## config.mk

```make
export PLATFORM = sky130hd
export DESIGN_NAME = fib_sequencer
export DESIGN_NICKNAME = d
export VERILOG_FILES = /design/src/rtl/fib_pkg.sv /design/src/rtl/fib_sequencer.sv
export SDC_FILE = /design/constraint.sdc
export NUM_CORES = 1
export LEC_CHECK = 0
export ABC_CLOCK_PERIOD_IN_PS = 1500
export CAP_MARGIN = 20
export CORE_AREA = 10 10 69 71
export CTS_CLUSTER_SIZE = 40
export DETAILED_ROUTE_END_ITERATION = 12
export DIE_AREA = 0 0 79 81
export PLACE_DENSITY = 0.76
export SLEW_MARGIN = 40
export SYNTH_ARGS = -nofsm -noshare
export SYNTH_HDL_FRONTEND = slang
export SYNTH_SLANG_ARGS = --single-unit
```

## constraint.sdc

```tcl
create_clock -name clk -period 1.5 [get_ports clk]
set_input_delay 0.15 -clock clk [delete_from_list [all_inputs] [get_ports clk]]
set_output_delay 0.15 -clock clk [all_outputs]
set_load 0.02 [all_outputs]
```

## src/rtl/fib_pkg.sv

```systemverilog
// Shared constants for the Fibonacci sequencer and the ALU beside it:
// sequencer state encoding and the ALU opcodes it drives.
package fib_pkg;

  typedef enum logic [1:0] {
    ST_IDLE = 2'd0,
    ST_RUN  = 2'd1,
    ST_FIN  = 2'd2
  } fib_state_e;

  localparam logic [2:0] OP_IDLE = 3'b000;
  localparam logic [2:0] OP_ADD  = 3'b001;

  // Opcode presented to the ALU while in a given state.
  function automatic logic [2:0] opcode_for(input fib_state_e st);
    logic [2:0] op;
    case (st)
      ST_RUN:  op = OP_ADD;
      default: op = OP_IDLE;
    endcase
    return op;
  endfunction

endpackage

```

## src/rtl/fib_sequencer.sv

```systemverilog
// Fibonacci sequencer: steps an external ALU with ADDs, one per cycle,
// streaming F(0..N-1) with a valid strobe and index. Stops early when the
// next term would no longer fit in SIZE bits.
module fib_sequencer
  import fib_pkg::*;
#(
  parameter int SIZE  = 4,
  parameter int CNT_W = 4
) (
  input  logic             clk,
  input  logic             rst_n,
  input  logic             start,
  input  logic [CNT_W-1:0] n_terms,
  output logic [SIZE-1:0]  alu_in1,
  output logic [SIZE-1:0]  alu_in2,
  output logic [2:0]       alu_opcode,
  input  logic [SIZE-1:0]  alu_out,
  output logic             busy,
  output logic             term_valid,
  output logic [SIZE-1:0]  term,
  output logic [CNT_W-1:0] term_idx,
  output logic             done,
  output logic             overflow
);

  fib_state_e       state_q, state_d;
  logic [CNT_W-1:0] n_q, n_d;
  logic [CNT_W-1:0] idx_q, idx_d;
  logic [SIZE-1:0]  a_q, a_d;
  logic [SIZE-1:0]  b_q, b_d;
  logic             a_wrap_q, a_wrap_d;
  logic             b_wrap_q, b_wrap_d;
  logic             busy_q, busy_d;
  logic             done_q, done_d;
  logic             term_valid_q, term_valid_d;
  logic [SIZE-1:0]  term_q, term_d;
  logic [CNT_W-1:0] term_idx_q, term_idx_d;
  logic             overflow_q, overflow_d;
  logic [2:0]       opcode_q, opcode_d;
  logic             last_s;
  logic             sum_wrap_s;

  // Last requested term reached; a sum smaller than its addend means the add wrapped.
  assign last_s     = (idx_q == (n_q - CNT_W'(1)));
  assign sum_wrap_s = (alu_out < b_q);

  // Next-state, datapath update and output strobes.
  always_comb begin
    state_d      = state_q;
    n_d          = n_q;
    idx_d        = idx_q;
    a_d          = a_q;
    b_d          = b_q;
    a_wrap_d     = a_wrap_q;
    b_wrap_d     = b_wrap_q;
    busy_d       = busy_q;
    done_d       = 1'b0;
    term_valid_d = 1'b0;
    term_d       = term_q;
    term_idx_d   = term_idx_q;
    overflow_d   = overflow_q;
    case (state_q)
      ST_IDLE: begin
        if (start) begin
          n_d        = n_terms;
          a_d        = SIZE'(0);
          b_d        = SIZE'(1);
          idx_d      = CNT_W'(0);
          a_wrap_d   = 1'b0;
          b_wrap_d   = 1'b0;
          busy_d     = 1'b1;
          overflow_d = 1'b0;
          if (n_terms == CNT_W'(0)) begin
            state_d = ST_FIN;
          end else begin
            state_d = ST_RUN;
          end
        end else begin
          state_d = ST_IDLE;
        end
      end
      ST_RUN: begin
        if (a_wrap_q) begin
          // The pending term did not fit: stop without emitting it.
          overflow_d = 1'b1;
          state_d    = ST_FIN;
        end else begin
          term_d       = a_q;
          term_idx_d   = idx_q;
          term_valid_d = 1'b1;
          a_d          = b_q;
          a_wrap_d     = b_wrap_q;
          b_d          = alu_out;
          b_wrap_d     = b_wrap_q | sum_wrap_s;
          idx_d        = idx_q + CNT_W'(1);
          if (last_s) begin
            state_d = ST_FIN;
          end else begin
            state_d = ST_RUN;
          end
        end
      end
      ST_FIN: begin
        done_d  = 1'b1;
        busy_d  = 1'b0;
        state_d = ST_IDLE;
      end
      default: begin
        busy_d  = 1'b0;
        state_d = ST_IDLE;
      end
    endcase
    opcode_d = opcode_for(state_d);
  end

  // State and datapath registers with asynchronous reset.
  always_ff @(posedge clk or negedge rst_n) begin
    if (!rst_n) begin
      state_q      <= ST_IDLE;
      n_q          <= CNT_W'(0);
      idx_q        <= CNT_W'(0);
      a_q          <= SIZE'(0);
      b_q          <= SIZE'(1);
      a_wrap_q     <= 1'b0;
      b_wrap_q     <= 1'b0;
      busy_q       <= 1'b0;
      done_q       <= 1'b0;
      term_valid_q <= 1'b0;
      term_q       <= SIZE'(0);
      term_idx_q   <= CNT_W'(0);
      overflow_q   <= 1'b0;
      opcode_q     <= OP_IDLE;
    end else begin
      state_q      <= state_d;
      n_q          <= n_d;
      idx_q        <= idx_d;
      a_q          <= a_d;
      b_q          <= b_d;
      a_wrap_q     <= a_wrap_d;
      b_wrap_q     <= b_wrap_d;
      busy_q       <= busy_d;
      done_q       <= done_d;
      term_valid_q <= term_valid_d;
      term_q       <= term_d;
      term_idx_q   <= term_idx_d;
      overflow_q   <= overflow_d;
      opcode_q     <= opcode_d;
    end
  end

  assign alu_in1    = a_q;
  assign alu_in2    = b_q;
  assign alu_opcode = opcode_q;
  assign busy       = busy_q;
  assign done       = done_q;
  assign term_valid = term_valid_q;
  assign term       = term_q;
  assign term_idx   = term_idx_q;
  assign overflow   = overflow_q;

endmodule

```

# Yosys cells after proc, flatten, opt, wreduce, memory -nomap -nowiden
# Cells that the tools add are included.
# op_classes
addsub,2
order_cmp,1
eq_ne,7
n_mux,26
n_bitwise,3
n_reduce_logical,9
# ops
cell,count
case mux 4 bit (2 select lines),3
two-way mux 4 bit,5
two-way mux 1 bit,9
two-way mux 2 bit,4
case mux 1 bit (2 select lines),4
AND reduction 2 bit,4
!= test 2 bit (second input constant),3
AND reduction 3 bit,2
adder 4 x 1 -> 4 bit (second input constant),1
== test 2 x 1 -> 1 bit (second input constant),2
== test 4 bit,1
logical NOT 4 bit,1
< comparator 4 bit,1
case mux 2 bit (2 select lines),1
subtractor 4 x 1 -> 4 bit (second input constant),1
== test 2 bit (second input constant),1
logical NOT 2 bit,1
inverter 1 bit,2
nonzero test 2 bit,1
OR 1 bit,1
# word_totals
ff_bits,35
input_bits,11
word_cells,62

# Logic depth before layout (Yosys ltp)
# depth
depth_word,7
ltp_mapped,6
ltp_nobuf,5

# Least setup slack after synthesis
# Ideal clock, no wire load.
# synth_path
path_type,reg-to-reg
from,reg n_q[0]
to,reg state_q[1]
setup_ns,0.068
arrival_ns,1.360
required_ns,1.432
path_slack_ns,0.072
stages_incl_launch_ff,6
n_path_buf,0
cell_sequence,dfrtp_1 -> inv_1 -> ha_1 -> xnor2_1 -> o41ai_1 -> a32o_1
# synth_between
elab_chain_len,5
# synth_lines
item,line_no,source
"start, declared",fib_sequencer.sv:27,"logic [CNT_W-1:0] n_q, n_d;"
"start signal, assigned",fib_sequencer.sv:135,n_q <= n_d;
subtractor 4 x 1 -> 4 bit,fib_sequencer.sv:44,assign last_s = (idx_q == (n_q - CNT_W'(1)));
== test 4 bit,fib_sequencer.sv:44,
two-way mux 2 bit,fib_sequencer.sv:96,if (last_s) begin
two-way mux 2 bit,fib_sequencer.sv:83,if (a_wrap_q) begin
case mux 2 bit (2 select lines),fib_sequencer.sv:62,case (state_q)
net state_d[1],fib_sequencer.sv:26,"fib_state_e state_q, state_d;"
"end signal, assigned",fib_sequencer.sv:134,state_q <= state_d;
"end, declared",fib_sequencer.sv:26,
# The timed path passes the listed nets, and every way through them passes these cells.
# A chain may end at the register's enable or synchronous reset.

# Worst setup path after layout
# layout_path
from,reg n_q[1]
to,reg state_q[1]
# Same word-level chain as after synthesis.

==> flow_metrics.env <==
export IMPL_status="finished with violations"
export IMPL_violations="setup timing"
export IMPL_crit_fanout=2
export IMPL_port_buffers=31
export IMPL_top_usage_layer="met2"
export IMPL_core_area_mm2=0.003523
export IMPL_r2r_end="state_q[1]$_DFF_PN0_"
export IMPL_num_rows=22
export IMPL_post_place_cells=232
export IMPL_grt_util_met2_pct=17.62
export IMPL_grt_remaining_overflow=0
export IMPL_track_usage_pct=11.22
export IMPL_synthSimpleGateAreaFrac_pct=17.51
export IMPL_ys_warn_count=0
export IMPL_fp_dieH_um=81
export IMPL_crit_arrival_ns=1.79
export IMPL_yosysSeqAreaShare_pct=56.45
export IMPL_cap_violations=0
export IMPL_worstReg2RegStart="n_q[1]$_DFFE_PN0P_"
export IMPL_critPathKind="register to register"
export IMPL_drt_iter0_drc=91
export IMPL_clockBufferDepth=2
export IMPL_syn_area_per_cell_um2=10.32
export IMPL_synth_compound_area_share_pct=10.85
export IMPL_nets=210
export IMPL_vias=1164
export IMPL_synth_area_mm2=0.001465
export IMPL_cts_buffers=5
export IMPL_synth_cell_type_count=29
export IMPL_htreeDepth=2
export IMPL_ys_top_cells_by_area="dfrtp_1 (55%), nand2_1 (9.7%), ha_1 (4.3%), xnor2_1 (3.6%), a22o_1 (3.0%)"
export IMPL_finalCritPeriodShare_pct=101.0
export IMPL_gp_congestion=0.7945
export IMPL_grt_pass1_vias=1220
export IMPL_yosysTopAreaCell="dfrtp_1"
export IMPL_p_leak_nw=1.114
export IMPL_rsz0062_at_grt="yes"
export IMPL_ys_seq_elements=33
export IMPL_fin_area_mm2=0.002074
export IMPL_whs_ns=0.2044
export IMPL_path_clk_slew_ns=0.10
export IMPL_synth_xor_area_share_pct=4.782
export IMPL_insertion_delay_ns=0.34
export IMPL_reg2reg_depth=5
export IMPL_dieArea_mm2=0.006399
export IMPL_yosysTopAreaCellShare_pct=54.65
export IMPL_dpl_cell_area_mm2=0.001914
export IMPL_drive_above_1_share_pct=21.54
export IMPL_die_w_um=79
export IMPL_cts_hold_buffers_added=0
export IMPL_hp_class="primary input to async pin"
export IMPL_hpwl_mm=2.510
export IMPL_slew_viol_final=0
export IMPL_cellPowerDensity_mw_per_mm2=2191
export IMPL_synth_mux_area_share_pct=0
export IMPL_grt_max_degree=34
export IMPL_critPathLaunchType="register"
export IMPL_synth_fa_ha_area_share_pct=4.270
export IMPL_ff2ff_setup_slack_ns=-0.02
export IMPL_hold_viol_final=0
export IMPL_first_pass_iters=4
export IMPL_period_needed_ns=1.516
export IMPL_layout_area_overhead_vs_synth_pct=41.59
export IMPL_max_freq_ghz=0.6598
export IMPL_antenna_found_initial=0
export IMPL_ir_drop_uv=940.9
export IMPL_antennaDiodeCount=0
export IMPL_setup_slack_ns=-0.01564
export IMPL_syn_inst=142
export IMPL_met1_usage_pct=13.17
export IMPL_synth_top_family_by_area="simple AND/OR/NAND/NOR gates"
export IMPL_cts_tree="done"
export IMPL_via_per_inst=4.790
export IMPL_grt_use_met3_pct=5.850
export IMPL_instances_no_fill=243
export IMPL_critPathCaptureType="register"
export IMPL_start_util_pct=41.58
export IMPL_wl_per_cell_um=13.91
export IMPL_ios=34
export IMPL_cts_sinks=33
export IMPL_finClkSkew_ns=0.005664
export IMPL_setup_violations_final=1
export IMPL_grt_pass1_wl_mm=5.740
export IMPL_drt_wl_total_mm=3.380
export IMPL_final_util_pct=58.88
export IMPL_drc=0
export IMPL_cp_required_ns=1.78
export IMPL_clock_root_buffer="clkbuf_4"
export IMPL_ant_nets=0
## how the worst max path moves through the flow
stage / slack [ns] / cells after the start / endpoint / start
after floorplan: 0.07 / 5 / state_q[1]$_DFF_PN0_ / n_q[0]$_DFFE_PN0P_
after global placement: -0.02 / 5 / state_q[1]$_DFF_PN0_ / n_q[0]$_DFFE_PN0P_
after detailed placement: -0.09 / 5 / state_q[1]$_DFF_PN0_ / n_q[0]$_DFFE_PN0P_
after CTS: -0.02 / 5 / state_q[1]$_DFF_PN0_ / n_q[0]$_DFFE_PN0P_
after global routing: -0.07 / 5 / state_q[1]$_DFF_PN0_ / n_q[0]$_DFFE_PN0P_
final: -0.02 / 5 / state_q[1]$_DFF_PN0_ / n_q[1]$_DFFE_PN0P_
## critical path, cell delays in order, from the launching register on
cell and delay (ns):
dfrtp_1 0.41, inv_2 0.09, ha_4 0.22, xnor2_4 0.13, o41ai_2 0.39, a32o_1 0.22
## cell usage in the layout, fill, tap and decap left out, types with 3 or more instances in the layout
cell type,Yosys,final
a21o_1,3,3
a21oi_1,4,4
a22o_1,5,5
buf_4,2,19
clkbuf_4,0,5
clkdlybuf4s50_1,0,15
dfrtp_1,32,32
dlygate4sd2_1,0,8
dlymetal6s2s_1,0,8
ha_1,5,4
inv_1,8,6
nand2_1,38,38
nor2_1,6,6
o21ai_0,7,7
xnor2_1,6,5
## report_power, final
group | internal, mW | total, mW | switching [mW]
Clock | 0.271 | 0.563 | 0.291
Combinational | 1.19 | 2.47 | 1.28
Sequential | 1.24 | 1.51 | 0.267
## per-layer routing
| metal | share of wire [%] | up-vias |
|---|---|---|
| met3 | 7.9 | 3 |
| met2 | 48 | 26 |
| met4 | 0.83 | 0 |
| li1 | - | 570 |
| met1 | 43 | 565 |
| met5 | 0 | - |
## synthesized netlist by cell type
library cell  instances
o41ai_1               1
nand4_4               1
or2_2                 1
nor3b_1               1
dfstp_2               1
nor2_2                2
or3b_1                1
inv_1                 8
a32o_1                1
nor4_1                2
nand2_1              38
a31oi_1               1
inv_8                 1
nor3_1                2
conb_1                1
buf_4                 2
o21ai_0               7
ha_1                  5
a22o_1                5
dfrtp_1              32
o22ai_1               2
a21o_1                3
clkbuf_1              2
xor2_1                2
buf_6                 2
nand2b_1              2
nor2_1                6
xnor2_1               6
a21oi_1               4
## cells by family (layout without fill, tap and decap cells)
logic type / Yosys count / after routing
xor gates and xnor gates: 8 / 8
other: 1 / 2
DFF: 33 / 33
AOI/OAI and AO/OA: 24 / 24
buffers and inverters: 15 / 67
and+or+nand+nor: 56 / 56
adders and majority gates: 5 / 5
## per-stage QoR
step | total power [mW] | TNS [ns] | worst slack, ns
global route | 4.900 | -0.09743 | -0.06755
global placement | 3.687 | -0.01811 | -0.01811
floorplan | 2.805 | 0 | 0.07186
CTS | 4.369 | -0.02480 | -0.02480
detailed placement | 3.750 | -0.1395 | -0.09260
finish | 4.546 | -0.01564 | -0.01564
## state kept, by name, indices dropped and copies added, names as in the netlist
register    cells
term            4
term_valid      1
alu_in2         4
term_idx        4
overflow        1
done            1
b_wrap_q        1
n_q             4
a_wrap_q        1
state_q         2
busy            1
idx_q           4
alu_opcode      1
alu_in1         4
## what timing repair did
item,in CTS,in global routing
setup buffers,0,3
pin swaps,3,4
gates resized for setup,12,14
endpoints found under the setup margin,16,16
## final cells by class
| class | count | area [um2] |
|---|---|---|
| fill | 318 | 1449 |
| sequential | 33 | 827.0 |
| multi-input combinational | 95 | 613.1 |
| timing repair buffer | 50 | 462.9 |
| clock buffer | 7 | 65.06 |
| tap | 48 | 60.06 |
| inverter | 9 | 41.29 |
| clock inverter | 1 | 5.005 |
Power figures use the tool's default switching activity.
